**src/rtl/icache.sv**
```systemverilog
// ============================================================================
// Module   : icache
// Brief    : Direct-mapped, read-only, one-word-per-block instruction cache
//            between the pipelined datapath and the memory controller.
// Revision : 1.0
// ============================================================================
`default_nettype none

module icache #(
    parameter int SETS  = 16,
    parameter int IDX_W = $clog2(SETS),
    parameter int TAG_W = 30 - IDX_W
) (
    input  logic        CLK,
    input  logic        nRST,
    input  logic        imemREN,
    input  logic [31:0] imemaddr,
    output logic        ihit,
    output logic [31:0] imemload,
    output logic        iREN,
    output logic [31:0] iaddr,
    input  logic        iwait,
    input  logic [31:0] iload
);

    typedef enum logic [0:0] {
        IDLE  = 1'b0,
        FETCH = 1'b1
    } state_t;

    state_t             r_state;
    logic [SETS-1:0]    r_valid;
    logic [TAG_W-1:0]   r_tag  [SETS];
    logic [31:0]        r_data [SETS];
    logic [TAG_W-1:0]   r_miss_tag;
    logic [IDX_W-1:0]   r_miss_idx;
    logic               r_iren;

    logic [TAG_W-1:0]   w_tag;
    logic [IDX_W-1:0]   w_idx;
    logic               w_match;
    logic               w_hit;
    logic               w_fill;
    logic               w_unused_bits;

    assign w_tag         = imemaddr[31:IDX_W+2];
    assign w_idx         = imemaddr[IDX_W+1:2];
    assign w_unused_bits = &{1'b0, imemaddr[1:0]};

    assign w_match = r_valid[w_idx] && (r_tag[w_idx] == w_tag);
    // Lookups are suppressed while a fill is outstanding so a redirected
    // address cannot hit on a frame that is about to be overwritten.
    assign w_hit   = imemREN && w_match && (r_state == IDLE);
    assign w_fill  = (r_state == FETCH) && !iwait;

    assign ihit     = w_hit;
    assign imemload = w_hit ? r_data[w_idx] : 32'h0;
    assign iREN     = r_iren;
    assign iaddr    = {r_miss_tag, r_miss_idx, 2'b00};

    always_ff @(posedge CLK or negedge nRST) begin
        if (!nRST) begin
            r_state    <= IDLE;
            r_valid    <= '0;
            r_miss_tag <= '0;
            r_miss_idx <= '0;
            r_iren     <= 1'b0;
        end else begin
            case (r_state)
                IDLE: begin
                    if (imemREN && !w_match) begin
                        r_miss_tag <= w_tag;
                        r_miss_idx <= w_idx;
                        r_iren     <= 1'b1;
                        r_state    <= FETCH;
                    end
                end
                FETCH: begin
                    if (!iwait) begin
                        r_valid[r_miss_idx] <= 1'b1;
                        r_iren              <= 1'b0;
                        r_state             <= IDLE;
                    end
                end
                default: begin
                    r_iren  <= 1'b0;
                    r_state <= IDLE;
                end
            endcase
        end
    end

    // Tag and data arrays carry no reset; the valid bits alone qualify them.
    always_ff @(posedge CLK) begin
        if (w_fill) begin
            r_tag[r_miss_idx]  <= r_miss_tag;
            r_data[r_miss_idx] <= iload;
        end
    end

endmodule

`default_nettype wire
```
**config.mk**
```make
export PLATFORM = sky130hd
export DESIGN_NAME = icache
export DESIGN_NICKNAME = d
export VERILOG_FILES = /design/src/rtl/icache.sv
export SDC_FILE = /design/constraint.sdc
export NUM_CORES = 1
export LEC_CHECK = 0
export CORE_ASPECT_RATIO = 1.4
export CORE_MARGIN = 4
export CORE_UTILIZATION = 57
export CTS_CLUSTER_SIZE = 8
export DETAILED_ROUTE_END_ITERATION = 8
export GPL_ROUTABILITY_DRIVEN = 0
export PLACE_DENSITY = 0.85
export SYNTH_ARGS = -nofsm -noshare
export SYNTH_HDL_FRONTEND = slang
export SYNTH_SLANG_ARGS = --single-unit
```
**constraint.sdc**
```tcl
create_clock -name CLK -period 13.75 [get_ports CLK]
set_input_delay 1.375 -clock CLK [delete_from_list [all_inputs] [get_ports CLK]]
set_output_delay 1.375 -clock CLK [all_outputs]
set_load 0.02 [all_outputs]
```
Word level (Yosys, flattened, before mapping)
Memory sizes are Yosys's and may differ from the RTL's.
Cells that the tools add are included.
- flip-flop bits (word level): 48
- RAM bits: 928
- word-level logic and storage cells: 40
- memories: 2
- memory list (memory ; depth ; bits a word ; rd ports ; clocked after memory_dff ; write ports ; line ; text):
    r_data ; 16 ; 32 ; 1 ; 0 ; 1 ; 34 ; logic [31:0] r_data [SETS];
    r_tag ; 16 ; 26 ; 1 ; 0 ; 1 ; 33 ; logic [TAG_W-1:0] r_tag [SETS];
- order comparisons: 3
- equality and inequality tests: 3
- mux-type cells: 13
- bitwise gates (word level): 3
- reduce and logical (&&, ||, !) cells: 11
- operator list (kind ; count):
    two-way mux 32 bit ; 1
    equality test 26 bit ; 1
    bitwise OR 16 bit ; 1
    less-than comparator 4 x 5 -> 1 bit (second input constant) ; 2
    two-way mux 1 bit ; 8
    logical AND 1 bit ; 6
    AND reduction 2 bit ; 3
    binary-select mux 1 bit (select 4 bit) ; 1
    demux 1 bit (select 4 bit) ; 1
    >= comparator 4 x 1 -> 1 bit (second input constant) ; 1
    one-hot mux 1 bit (2 select lines) ; 2
    logical NOT 1 bit ; 2
    inequality test 2 x 1 -> 1 bit (second input constant) ; 1
    inequality test 2 bit (second input constant) ; 1
    inverter 1 bit ; 2

Longest topological paths before layout
- depth in word-level cells: 7
- gate-level depth with buffers: 14
- gate-level depth less buffers: 8

Worst setup path before layout
OpenSTA, ideal clock, no wires.
- kind: input to register
- from: in iwait
- to: reg r_valid[0]
- library setup time: 0.089 ns
- arrival time: 6.349 ns
- path slack: 7.312 ns
- stages on the path: 4
- buffers on the path: 0
- cell sequence: nand2b_1 > or3_1 > nor3_1 > or2_2
- word-level cells in the longest chain between the ends: 2
- RTL lines (element ; line ; text):
    start, declared ; 22 ; input logic iwait,
    inverter 1 bit (no source line) ; n/a ;
    AND reduction 2 bit (no source line) ; n/a ;
    end signal, assigned ; 64 ; r_valid <= '0;
    end signal, assigned by index ; 80 ; r_valid[r_miss_idx] <= 1'b1;
    end, declared ; 32 ; logic [SETS-1:0] r_valid;
No other way between the ends.
A chain may end at the register's enable or synchronous reset.

Final worst setup path
- from: in imemaddr[4]
- to: out imemload[3]
- word-level cells in the longest chain between the ends: 6
- elaborated cells between the ends (all ways): 9
- classes of those cells: 1 x eq/ne; 3 x mux; 3 x reduce/logical; 2 x memory
- RTL lines (element ; line ; text):
    start, declared ; 17 ; input logic [31:0] imemaddr,
    memory (16 x 26 bit) or binary-select mux 1 bit (select 4 bit) (tied branches) ; n/a ;
    equality test 26 bit or two-way mux 1 bit (tied branches) ; 50 ; assign w_match = r_valid[w_idx] && (r_tag[w_idx] == w_tag);
    logical AND 1 bit ; 50 ;
    logical AND 1 bit (2 in a row) ; 53 ; assign w_hit = imemREN && w_match && (r_state == IDLE);
    two-way mux 32 bit * ; 57 ; assign imemload = w_hit ? r_data[w_idx] : 32'h0;
    end, declared ; 19 ; output logic [31:0] imemload,
Mark *: on every way between the ends. The rest lies on a longest branch, timed or not. The select of a mux whose other input is x is not followed.

==> results.json <==
{
  "row_count": 111,
  "synth_area_per_cell_um2": 23.70,
  "cpMaxStageDelayCell": "buf_4",
  "syn_area_um2": 37590,
  "finalSetupViolCount": 0,
  "wire_per_inst_um": 34.90,
  "dieArea_um2": 70180,
  "yosysUniqueCellTypes": 50,
  "ys_ff_latch": 976,
  "ant_nets": 0,
  "drt-initial-drc-count": 2613,
  "fin_crit_sh_pct": 59.75,
  "drive_gt1_share_pct": 28.11,
  "fin_nets": 1878,
  "dp.cells": 2515,
  "grt_pass1_wl_mm": 139.1,
  "vias": 18640,
  "drv_cap": 0,
  "core_area_um2": 65410,
  "critPathRequiredTime_ns": 12.38,
  "crit_family": "buffers and inverters",
  "mostFrequentLayoutCells": "edfxtp_1 (928), mux4_2 (265), clkbuf_16 (147), clkdlybuf4s50_1 (125), clkbuf_1 (49)",
  "fin_area_um2": 43830,
  "io_buffers": 129,
  "slew_viol_final": 0,
  "clk_pin_slew_ns": 0.05,
  "grt_max_degree": 119,
  "routed_via_density": 6.846,
  "hold_viol": 0,
  "fmax_mhz": 121.7,
  "clock_tree.htree_level_count": 4,
  "cp_cell_sequence": "buf_8 > buf_4 > buf_4 > mux4_2 > mux2i_1 > o22ai_1 > a211oi_1 > o21ai_0 > nor4_4 > nand4b_1 > buf_4 > nor2b_1 > clkdlybuf4s50_1",
  "clock_sinks": 976,
  "ioPinCount": 134,
  "p_per_area_nw_per_um2": 164.5,
  "crit_type": "input port to output port",
  "cts_tree": "yes",
  "syn_to_final_growth_pct": 16.59,
  "die_height_um": 311.9,
  "grt_pass1_vias": 19980,
  "cts_made_buffers": 140,
  "remaining_drc_errors": 0,
  "clock_path_buffers": 3,
  "root_buffer": "clkbuf_16",
  "track_usage_pct": 27.64,
  "post-cts-setup-buffers": 0,
  "placed_cell_area_um2": 39880,
  "slew_headroom_pct": 21.37,
  "finalSetupTns_ns": 0,
  "cp_max_fo": 100,
  "rsz0062_at_grt": "false",
  "critPathBufInv": 5,
  "clock_skew_ns": 0.03045,
  "postCtsHoldBufs": 0,
  "status": "completed",
  "r2r-start": "r_tag[13][3]",
  "post_cts.resized_instances": 0,
  "hold_class": "flop to flop",
  "endpoint_kind": "output port",
  "clk_latency_ns": 0.72,
  "nFillCells": 3777,
  "slowest_delay_ns": 0.94,
  "worst_pin_slew_ns": 1.177,
  "drt-pass1-iter-count": 5,
  "die_x_um": 225.0,
  "arrival_ns": 6.84,
  "p_leak_nw": 14.07,
  "initial_utilization_pct": 57.47,
  "syn_inst": 1586,
  "min_from": "r_valid[5]",
  "instances_no_fill": 2722,
  "finalWirelength_mm": 94.99,
  "crit_start": "imemaddr[4]",
  "final.min_clock_period_ns": 8.216,
  "antenna_found_initial": 4,
  "final_common_cell": "edfxtp_1",
  "ys.warnings.count": 0,
  "vdd_drop_max_v": 0.0001361,
  "yosysSeqAreaShare_pct": 77.32,
  "grt_remaining_overflow": 0,
  "start_kind": "input port",
  "dp_hpwl_mm": 44.04,
  "crit_path_frequent_cell": "buf_4"
}
[registers in the layout, summed over array words and instances, names as in the netlist]
name / flops
r_miss_tag: 26
r_valid: 16
r_data: 512
r_state: 1
r_miss_idx: 4
r_tag: 416
iREN: 1
[stage by stage]
stage                     worst slack [ns]  hold WS, ns  power [mW]  util, %
after floorplan                      7.312       0.4337       3.873        -
after detailed placement             5.602       0.4530       4.105    60.97
after global routing                 5.212       0.4794       7.411    67.00
after global placement               5.672       0.4455       4.067    60.97
after CTS                            5.485       0.4678       7.238    66.99
final                                5.534       0.4736       7.208    67.00
[layout make-up]
type / instances / area (um2) / area share (%)
Timing Repair Buffer: 159 / 1531 / 3.494
Sequential cell: 976 / 29070 / 66.32
Multi-Input combinational cell: 529 / 8205 / 18.72
Tap cell: 847 / 1060 / 2.418
Antenna cell: 4 / 10.01 / 0.02284
Clock inverter: 7 / 76.32 / 0.1741
Inverter: 4 / 16.27 / 0.03711
Clock buffer: 196 / 3862 / 8.812
[kinds of logic after synthesis]
| logic type | Yosys count | share of synthesized area (%) |
|---|---|---|
| xor+xnor | 28 | 0.6524 |
| mux | 336 | 18.16 |
| simple gates | 115 | 1.747 |
| compound gates | 48 | 0.9286 |
| buf+inv | 82 | 1.175 |
| other cells | 1 | 0.009975 |
| flops | 976 | 77.32 |
[per-layer routing]
layer  vias to the layer above  GRT usage, %  wire length (um)
met1                      9818         35.59             32120
met5                         -             0                 0
met2                      1389         46.14             49840
met3                       260         6.106              8908
li1                       7169             -                 -
met4                         0         11.56              4125
[Yosys cell counts, drive strengths merged]
cell type    n  area [um2]
nand3        4       20.02
nand3b       2       15.01
a31oi        2       18.77
conb         1       3.750
nand4        2       12.51
dfrtp       48        1201
a21o         3       22.52
a22o         4       35.03
buf         48       314.1
a222oi       1       10.01
or2         17       106.4
xnor2       20       175.2
nand4b       1       8.760
o221ai       2       17.52
mux4       265        5968
nand2b       7       43.79
a221o        1       10.01
mux2i       36       360.4
or3          1       6.260
a21oi        5       25.02
a31o         1       8.760
edfxtp     928       27870
o22ai       10       62.56
a22oi        9       67.56
o211ai       1       7.510
inv          4       15.01
and2         3       18.77
nor2        19       71.32
o21ai        4       20.02
a211oi       2       15.01
nor3         4       20.02
a221oi       1       8.760
o221a        1       11.26
xor2         8       70.07
o32ai        1       8.760
and4b        1       10.01
nor2b       36       225.2
clkbuf      30       112.6
and3         1       6.260
nor4         3       40.04
mux2        35       499.2
nand2       14       52.55
[path summary, 6_finish.rpt]
check | endpoint | slack, ns | cells after the start
setup / recovery | imemload[3] | 5.53 | 13
hold / removal | r_valid[5] | 0.47 | 1
setup reg to reg | r_miss_tag[14] | 9.81 | 9
hold reg to reg | r_valid[5] | 0.47 | 1
max in group asynchronous | r_miss_tag[21] | 12.40 | 2
min in group asynchronous | r_miss_tag[1] | 0.83 | 2
[report_power, final]
part	internal (mW)	total (mW)	leakage [nW]	switching, mW
Combinational	0.227	0.496	3.25	0.269
Sequential	3.45	3.58	8.92	0.132
Clock	1.92	3.13	1.91	1.21
Total	5.60	7.21	14.1	1.61
[worst register-to-register path, delay by kind of cell, from the launching register on]
family / cells / cell delay (ns)
AOI/OAI and AO/OA: 3 / 0.84
buffers and inverters: 1 / 0.44
DFF: 1 / 0.40
muxes: 3 / 1.14
and+or+nand+nor: 2 / 0.98
Note: power is estimated with default switching activity, not from simulation.
==> RTL edit, RTL diff (same flow settings) <==
`SETS`: 16 -> 32.
--- a/src/rtl/icache.sv
+++ b/src/rtl/icache.sv
@@ -7,7 +7,7 @@
 `default_nettype none
 
 module icache #(
-    parameter int SETS  = 16,
+    parameter int SETS  = 32,
     parameter int IDX_W = $clog2(SETS),
     parameter int TAG_W = 30 - IDX_W
 ) (
Check against the original RTL: not settled (the Yosys comparison gave no result); the edit may change what the design does.
==> RTL edit against the unedited design <==
First-iteration DRC count grew to 2.5 times the old value; largest power group unchanged; setup slack lost 0.68 ns; sequential cell count grew 912; synthesized area grew 93%; via count grew 100%; largest cell class unchanged; combinational power grew 66%; clock skew grew 0.028 ns; global-route usage grew 4.6 points; critical path depth is the same; design area grew 90%; power grew 92%; routed wire length grew 120%.
==> RTL edit: results (changes against the unedited design) <==
Buffers on Ports 129 (unchanged); flop-to-flop setup slack 9.38 ns (-0.43 ns); via-per-instance ratio 7.42 (+8.4%); Synth top cells by count edfxtp_1, mux4_2, mux2i_1; Hold Path End r_valid[10]; register area share after synthesis 0.779 (+0.00536); worst hold start r_valid[10]; DP HPWL 93700 µm (+110%); Placement Cell Area 75600 µm² (+90%); fraction of layout cells with a size suffix above 1 0.275 (-0.00570); cts bufs inserted 285 (+100%); worst r2r src r_tag[23][16]; 1st-iter DRT viols 6558 (+150%); pin count of the biggest net entering global routing 156 (+31%); ys async rst share 0.0339 (-0.0153); final clock skew 0.0587 ns (+0.0282 ns); CTS H-tree lvls 5 (+1); EDFF count, synth 1824 (+97%); GR Util All Layers 0.322 (+0.0457); outcome complete, no violations; Largest regs r_data x1024, r_tag x800, r_valid x32; vias in the first global route 39545 (+98%); CTS max path bufs 4 (+1); Worst-Skew Late Latency 0.90 ns (+0.18 ns); Max VDD drop 0.000149 V (+9.5%); Avg WL per Cell 41.0 µm (+17%); RR Endpoint r_miss_idx[4]; Worst Path Max Fanout 129 (+29%); Primary FF master, synth edfxtp_1; first-pass GRT wire length 298000 µm (+110%); Sw Ratio 0.223 (about the same); post-synth cell types 54 (+8.0%); CP arrival 7.52 ns (+0.68 ns); initial antenna violation count 8 (+4); # nets final 3482 (+85%); Pleak 26.8 nW (+90%); largest cells by area after synthesis edfxtp_1, mux4_2, dfrtp_1; drt pass-1 iters 6 (+1); slew margin rel. 0.0383 (-0.175)
-- RTL edit: power by group through the flow --
stage	registers, W	logic [W]	clock network, W
floorplan	0.00686	0.000455	0
global placement	0.00687	0.000761	0
detailed placement	0.00690	0.000787	0
CTS	0.00681	0.000817	0.00624
global route	0.00683	0.000855	0.00652
finish	0.00682	0.000824	0.00622
-- RTL edit: stage by stage --
step / hold WS, ns / setup WS (ns) / instances / util
floorplan: 0.434 / 8.22 / 3092 / -
global placement: 0.446 / 5.12 / 4765 / 0.600
detailed placement: 0.447 / 4.98 / 4765 / 0.600
CTS: 0.458 / 4.77 / 5138 / 0.661
global route: 0.478 / 4.59 / 5140 / 0.661
finish: 0.461 / 4.85 / 5143 / 0.661
-- RTL edit: cell families (layout without fill, tap and decap cells) --
family                 count (synthesis)  count (layout)  share of synthesized area
buffers and inverters                163             571                     0.0127
other                                  1               7                  0.0000518
AO/OA/AOI/OAI                        109             109                     0.0113
AND/OR/NAND/NOR                      248             248                     0.0171
XOR/XNOR                              25              25                    0.00302
flip-flops                          1888            1888                      0.779
multiplexers                         657             657                      0.177
-- RTL edit: final cells by class --
type	count	area, µm²
diodes	5	12.5
clock buffers	370	7640
clock inverters	3	33.8
fillers	7177	42700
inverters	2	7.51
multi-input cells	1041	15400
flip-flops and latches	1888	56400
well taps	1638	2050
repair buffers	196	1860
-- RTL edit: critical path, cell delays in order --
cell and delay (ns):
buf_8 0.33, buf_4 0.80, buf_12 0.74, mux4_2 0.51, o22ai_1 0.15, nor4_1 0.41
xor2_1 0.17, nor4_1 0.74, and3_1 0.28, nand4_1 0.36, buf_4 0.47, nor2_1 0.25
clkdlybuf4s50_1 0.68
-- RTL edit: worst max path at each step --
stage	from	end	slack, ns	cells past startpoint
global route	imemaddr[4]	imemload[23]	4.59	13
finish	imemaddr[4]	imemload[23]	4.85	13
global placement	imemaddr[4]	imemload[11]	5.12	14
floorplan	imemaddr[2]	imemload[10]	8.22	11
detailed placement	imemaddr[4]	imemload[23]	4.98	13
CTS	imemaddr[4]	imemload[23]	4.77	13
-- RTL edit: metal layers --
metal	share of wire	track usage	routed length (µm)	vias to the layer above
met4	0.074	0.191	15500	4
met5	0.00013	0	27	-
met1	0.31	0.392	64600	19518
li1	-	-	-	13720
met2	0.50	0.529	106000	4003
met3	0.12	0.0782	24500	920
